## src/rtl/sram_stream_reader_if.sv

```systemverilog
// Bundles the request, SRAM read-port and output-stream signals of sram_stream_reader.
// The stride signal exists only when SRAM_READER_STRIDE_EN is defined.
interface sram_stream_reader_if #(
    parameter int DATA_WIDTH = 128,
    parameter int ADDR_WIDTH = 12
);
    logic                  start;
    logic [ADDR_WIDTH-1:0] base_adr;
    logic [ADDR_WIDTH:0]   len;
`ifdef SRAM_READER_STRIDE_EN
    logic [ADDR_WIDTH-1:0] stride;
`endif
    logic                  busy;
    logic                  done;
    logic                  re;
    logic [ADDR_WIDTH-1:0] radr;
    logic [DATA_WIDTH-1:0] q;
    logic [DATA_WIDTH-1:0] out_data;
    logic                  out_valid;
    logic                  out_ready;

    // Stream handshake: a word moves when out_valid && out_ready at the rising
    // edge; while out_valid && !out_ready, out_valid and out_data hold unchanged.
    modport master (
        input  start, base_adr, len, q, out_ready,
`ifdef SRAM_READER_STRIDE_EN
        input  stride,
`endif
        output busy, done, re, radr, out_data, out_valid
    );

    modport slave (
        output start, base_adr, len, q, out_ready,
`ifdef SRAM_READER_STRIDE_EN
        output stride,
`endif
        input  busy, done, re, radr, out_data, out_valid
    );
endinterface

```

## src/rtl/sram_stream_reader.sv

```systemverilog
// Read master for a 1R1W synchronous SRAM: issues len reads from base_adr and streams q
// through a credit-limited FIFO. Optional address stride via SRAM_READER_STRIDE_EN.
module sram_stream_reader #(
    parameter int DATA_WIDTH = 128,
    parameter int ADDR_WIDTH = 12,
    parameter int DEPTH      = 4096,
    parameter int RD_LATENCY = 1,
    parameter int FIFO_DEPTH = 4
) (
    input  logic                   clk,
    input  logic                   rst_n,
    sram_stream_reader_if.master   bus,
    output logic [1:0]             state_o
);
    localparam int CW = $clog2(FIFO_DEPTH + 1);
    localparam int PW = (FIFO_DEPTH > 1) ? $clog2(FIFO_DEPTH) : 1;

    typedef enum logic [1:0] {IDLE = 2'd0, RUN = 2'd1, DRAIN = 2'd2} state_t;

    state_t                state_q, state_d;
    logic [ADDR_WIDTH:0]   rem_q, rem_d;
    logic [ADDR_WIDTH-1:0] adr_q, adr_d, step_q, step_d;
    logic [ADDR_WIDTH:0]   adr_sum;
    logic [RD_LATENCY-1:0] pipe_q, pipe_d;
    logic [CW-1:0]         infl_q, infl_d, cnt_q, cnt_d;
    logic [CW:0]           occ;
    logic [PW-1:0]         wr_q, rd_q;
    logic [DATA_WIDTH-1:0] mem_q [FIFO_DEPTH];
    logic                  issue, push, pop, credit_ok, drained;

    function automatic logic [PW-1:0] ptr_inc(input logic [PW-1:0] p);
        return (p == PW'(FIFO_DEPTH - 1)) ? '0 : p + PW'(1);
    endfunction

    assign push      = pipe_q[RD_LATENCY-1];
    assign pop       = bus.out_valid && bus.out_ready;
    // A word popped this cycle frees its slot immediately, sustaining one word per cycle.
    assign occ       = {1'b0, cnt_q} + {1'b0, infl_q} - {{CW{1'b0}}, pop};
    assign credit_ok = occ < (CW+1)'(FIFO_DEPTH);
    assign issue     = (state_q == RUN) && (rem_q != '0) && credit_ok;
    assign drained   = (infl_q == '0) && (cnt_q == '0);
    assign state_o   = state_q;

    always_ff @(posedge clk or negedge rst_n) begin
        if (!rst_n) state_q <= IDLE;
        else        state_q <= state_d;
    end

    always_comb begin
        state_d = state_q;
        case (state_q)
            IDLE:    if (bus.start) state_d = (bus.len != '0) ? RUN : DRAIN;
            RUN:     if (issue && rem_q == (ADDR_WIDTH+1)'(1)) state_d = DRAIN;
            DRAIN:   if (drained) state_d = IDLE;
            default: state_d = IDLE;
        endcase
    end

    always_comb begin
        bus.re   = issue;
        bus.done = (state_q == DRAIN) && drained;
        bus.busy = (state_q == RUN) || ((state_q == DRAIN) && !drained);
    end

    // Address/step bookkeeping; the step is captured with start so it cannot change mid-burst.
    always_comb begin
        rem_d   = rem_q;
        adr_d   = adr_q;
        step_d  = step_q;
        adr_sum = {1'b0, adr_q} + {1'b0, step_q};
        if (adr_sum >= (ADDR_WIDTH+1)'(DEPTH)) adr_sum = adr_sum - (ADDR_WIDTH+1)'(DEPTH);
        if (state_q == IDLE && bus.start) begin
            rem_d  = bus.len;
            adr_d  = bus.base_adr;
`ifdef SRAM_READER_STRIDE_EN
            step_d = bus.stride;
`else
            step_d = ADDR_WIDTH'(1);
`endif
        end else if (issue) begin
            rem_d = rem_q - (ADDR_WIDTH+1)'(1);
            adr_d = adr_sum[ADDR_WIDTH-1:0];
        end
    end

    always_comb begin
        pipe_d    = pipe_q << 1;
        pipe_d[0] = issue;
        infl_d    = infl_q;
        cnt_d     = cnt_q;
        if (issue && !push) infl_d = infl_q + CW'(1);
        if (!issue && push) infl_d = infl_q - CW'(1);
        if (push && !pop)   cnt_d  = cnt_q + CW'(1);
        if (!push && pop)   cnt_d  = cnt_q - CW'(1);
    end

    // Reset clears the latency pipe too, so reads in flight at reset never land in the FIFO.
    always_ff @(posedge clk or negedge rst_n) begin
        if (!rst_n) begin
            rem_q  <= '0;
            adr_q  <= '0;
            step_q <= '0;
            pipe_q <= '0;
            infl_q <= '0;
            cnt_q  <= '0;
            wr_q   <= '0;
            rd_q   <= '0;
            for (int i = 0; i < FIFO_DEPTH; i++) mem_q[i] <= '0;
        end else begin
            rem_q  <= rem_d;
            adr_q  <= adr_d;
            step_q <= step_d;
            pipe_q <= pipe_d;
            infl_q <= infl_d;
            cnt_q  <= cnt_d;
            if (push) begin
                mem_q[wr_q] <= bus.q;
                wr_q        <= ptr_inc(wr_q);
            end
            if (pop) rd_q <= ptr_inc(rd_q);
        end
    end

    assign bus.radr      = adr_q;
    assign bus.out_valid = (cnt_q != '0);
    assign bus.out_data  = mem_q[rd_q];
endmodule

```

## src/flat_wrapper.sv

```systemverilog
// flat-port wrapper written by rule: the top's interface ports become plain ports
module sram_stream_reader_flat 
#(
    parameter int DATA_WIDTH = 128,
    parameter int ADDR_WIDTH = 12,
    parameter int DEPTH      = 4096,
    parameter int RD_LATENCY = 1,
    parameter int FIFO_DEPTH = 4
)
  (clk, rst_n, state_o, bus_start, bus_base_adr, bus_len, bus_q, bus_out_ready, bus_busy, bus_done, bus_re, bus_radr, bus_out_data, bus_out_valid);
  sram_stream_reader_if #(.DATA_WIDTH(DATA_WIDTH), .ADDR_WIDTH(ADDR_WIDTH)) bus_i ();
  input  logic clk;
  input  logic rst_n;
  output logic [1:0] state_o;
  input wire logic [$bits(bus_i.start)-1:0] bus_start;
  input wire logic [$bits(bus_i.base_adr)-1:0] bus_base_adr;
  input wire logic [$bits(bus_i.len)-1:0] bus_len;
  input wire logic [$bits(bus_i.q)-1:0] bus_q;
  input wire logic [$bits(bus_i.out_ready)-1:0] bus_out_ready;
  output wire logic [$bits(bus_i.busy)-1:0] bus_busy;
  output wire logic [$bits(bus_i.done)-1:0] bus_done;
  output wire logic [$bits(bus_i.re)-1:0] bus_re;
  output wire logic [$bits(bus_i.radr)-1:0] bus_radr;
  output wire logic [$bits(bus_i.out_data)-1:0] bus_out_data;
  output wire logic [$bits(bus_i.out_valid)-1:0] bus_out_valid;
  assign bus_i.start = bus_start;
  assign bus_i.base_adr = bus_base_adr;
  assign bus_i.len = bus_len;
  assign bus_i.q = bus_q;
  assign bus_i.out_ready = bus_out_ready;
  assign bus_busy = bus_i.busy;
  assign bus_done = bus_i.done;
  assign bus_re = bus_i.re;
  assign bus_radr = bus_i.radr;
  assign bus_out_data = bus_i.out_data;
  assign bus_out_valid = bus_i.out_valid;
  sram_stream_reader #(.DATA_WIDTH(DATA_WIDTH), .ADDR_WIDTH(ADDR_WIDTH), .DEPTH(DEPTH), .RD_LATENCY(RD_LATENCY), .FIFO_DEPTH(FIFO_DEPTH)) u_core (.clk(clk), .rst_n(rst_n), .bus(bus_i), .state_o(state_o));
endmodule
```

## config.mk

```make
export PLATFORM = sky130hd
export DESIGN_NAME = sram_stream_reader_flat
export DESIGN_NICKNAME = d
export VERILOG_FILES = /design/src/rtl/sram_stream_reader_if.sv /design/src/rtl/sram_stream_reader.sv /design/src/flat_wrapper.sv
export SDC_FILE = /design/constraint.sdc
export NUM_CORES = 1
export LEC_CHECK = 0
export CORE_MARGIN = 1.5
export CORE_UTILIZATION = 44
export CTS_BUF_LIST = sky130_fd_sc_hd__clkbuf_8
export DETAILED_ROUTE_END_ITERATION = 10
export HOLD_SLACK_MARGIN = 0.08
export PLACE_DENSITY = 0.77
export SETUP_SLACK_MARGIN = 0.1
export SLEW_MARGIN = 15
export SYNTH_ARGS = -nofsm -noshare
export SYNTH_HDL_FRONTEND = slang
export SYNTH_SLANG_ARGS = --single-unit
```

## constraint.sdc

```tcl
create_clock -name clk -period 8.9 [get_ports clk]
set_input_delay 2.67 -clock clk [delete_from_list [all_inputs] [get_ports clk]]
set_output_delay 2.67 -clock clk [all_outputs]
set_load 0.05 [all_outputs]
```

==> results.cfg <==
[status]
status = completed

[clock_tree]
clock_latency_ns = 0.66
cts_num_sinks = 551
cts-root-buf = clkbuf_8
cts_htree_levels = 3
post_cts_buffers = 0
cts_hold_buf = 0
cts_tree = done
cts_buffers = 94
cts.clk_slew.worst_paths_ns = 0.06
cts_resized = 0
clockBufferDepth = 3

[critical_path]
path_class = in -> out
cp-end-kind = output pin
crit_path_start_kind = input pin
crit_required_ns = 6.23
cp_max_fo = 17
cp.arrival_ns = 5.07

[detailed_routing]
vias = 14542
drcViolationCount = 0
wl_per_cell_um = 20.5
ant_nets = 0
routed_via_density = 5.47
first_pass_iters = 6
routed_wl_um = 54400
drt_iter0_drc = 770

[synth]
avgSynthCellArea_um2 = 16.0
syn_nets = 1693
netlist_instances = 1520
yosysWarnings = 0
synth_edf_count = 0
synth_cell_types = 56
seq_area_frac_synth = 0.565
syn-cell-area_um2 = 24400
synth_async_sr_flop_share = 1.00
synth.ff_latch_count = 551
ys.flop_type = dfrtp_1

[layout]
fin_nets = 2010
drive_gt1_frac = 0.424
fillCellCount = 4385
utilization = 0.548
areaGrowthSynthToFinish_pct = 23.5

[timing]
min_period_ns = 7.74
slew_violations = 0
timing.fmax_mhz = 129
slew_headroom = 0.267
fin_ws_ns = 1.16
hold_viol = 0
setup_viol = 0
fin_crit_sh = 0.869
rsz0062_at_grt = false
tns_ns = 0
worst_pin_slew_ns = 1.10
fin_skew_ns = 0.0327

[floorplan]
dieArea_um2 = 56900
core_um2 = 55000
initial_core_util = 0.444
ios = 303
dieWidth_um = 238
die_h_um = 238
rows = 86

[run]
cap_violations = 0

[placed_design]
dpl.hpwl_um = 33100
gp_congestion = 0.848
post-place-ws_ns = 1.20
io_buffers = 302

[grt]
track_usage = 0.196
grt_start_max_net_pins = 181
grt-busiest-layer = met2
grt_pass1_wl_um = 87900
use_met3 = 0.0621
use_met1 = 0.243
grt-ovfl-total = 0
use_met2 = 0.318
grt_pass1_vias = 16173
antenna_found_initial = 4

[min_path]
min_path_type = reg -> reg
[per-layer routing]
layer,share of wire,vias up
met1,0.41,7650
met3,0.070,119
li1,-,6367
met2,0.48,400
met5,0.00064,-
met4,0.031,6
[metrics by stage]
step / instance area [um^2] / cells / hold WS (ns)
floorplan: 24400 / 1520 / 0.439
global placement: 28100 / 2488 / 0.474
detailed placement: 28100 / 2488 / 0.485
CTS: 30100 / 2657 / 0.500
global route: 30100 / 2659 / 0.509
finish: 30100 / 2659 / 0.499
[cells in the mapped netlist (all sizes together), types with 4 or more instances]
cell type	number	area [um^2]
nand4	5	31.3
o21ai	5	25.0
nand2b	4	25.0
or4	7	52.6
mux4	128	2880
ha	14	175
nand2	29	111
clkbuf	70	303
a31oi	11	68.8
mux2	513	5780
a221oi	6	52.6
nor2	25	101
nor4	8	50.1
nand3	12	60.1
a21oi	10	53.8
xnor2	4	35.0
o31ai	6	45.0
mux2i	4	40.0
xor2	4	35.0
nor3	7	35.0
dfrtp	551	13800
inv	20	75.1
and3	6	37.5
buf	28	143
[path summary, 6_finish.rpt]
kind	slack (ns)	from	cells past startpoint	endpoint
hold reg to reg	0.50	u_core.mem_q[208]	1	u_core.mem_q[208]
max in group asynchronous	5.33	rst_n	3	u_core.mem_q[485]
min in group asynchronous	2.05	rst_n	1	u_core.mem_q[289]
setup reg to reg	5.46	u_core.cnt_q[0]	14	u_core.infl_q[2]
setup / recovery	1.16	bus_out_ready	10	bus_re
hold / removal	0.50	u_core.mem_q[208]	1	u_core.mem_q[208]
[layout by cell type, fill, tap and decap left out, types with 5 or more instances in the layout]
cell type | netlist | routed
nor4_1 | 8 | 8
mux4_2 | 128 | 128
dfrtp_1 | 551 | 549
inv_1 | 19 | 56
clkdlybuf4s50_1 | 0 | 300
nand2_1 | 28 | 24
a21oi_1 | 9 | 9
nor3_1 | 7 | 7
a31oi_1 | 11 | 11
ha_1 | 14 | 14
a221oi_1 | 6 | 6
o31ai_1 | 6 | 6
mux2_2 | 513 | 513
or4_1 | 7 | 7
nand4_1 | 5 | 5
clkbuf_8 | 4 | 122
and3_1 | 6 | 6
nor2_1 | 24 | 24
o21ai_0 | 5 | 5
buf_4 | 1 | 13
nand3_1 | 12 | 12
[worst max-delay path, cell delays in order]
cell             delay, ns
clkdlybuf4s50_1       0.54
nand3_1               0.10
ha_1                  0.20
or2_2                 0.27
a311o_1               0.35
a21oi_2               0.15
buf_4                 0.23
nand2_1               0.14
inv_2                 0.18
buf_4                 0.23
[sequential cells by signal, indices dropped and copies added, names as in the netlist]
name,count
u_core.pipe_q,1
u_core.infl_q,3
u_core.mem_q,512
u_core.step_q,1
u_core.bus.radr,12
u_core.rem_q,13
u_core.rd_q,2
u_core.cnt_q,3
u_core.state_o,2
u_core.wr_q,2
[cell families (layout without fill, tap and decap cells)]
group	Yosys count	count (layout)	share of synthesized area
buffers and inverters	118	508	0.0213
DFF	551	551	0.565
muxes	645	645	0.357
xor gates and xnor gates	8	8	0.00287
and+or+nand+nor	118	118	0.0257
adders and majority gates	16	16	0.00882
AOI/OAI and AO/OA	64	64	0.0192
other	0	1	0
[layout make-up]
type	instances	area [um^2]	share of cell area
antenna	1	2.50	0.0000831
clock buffer	122	1680	0.0558
clock inverter	47	295	0.00980
inverter	20	75.1	0.00249
multi-input combinational	851	10100	0.336
sequential	551	13800	0.458
tap	748	936	0.0311
timing repair buffer	319	3220	0.107
Power is left out: the tool's default activity adds up to more than one toggle a clock period on the data nets, which glitch-free logic cannot reach.
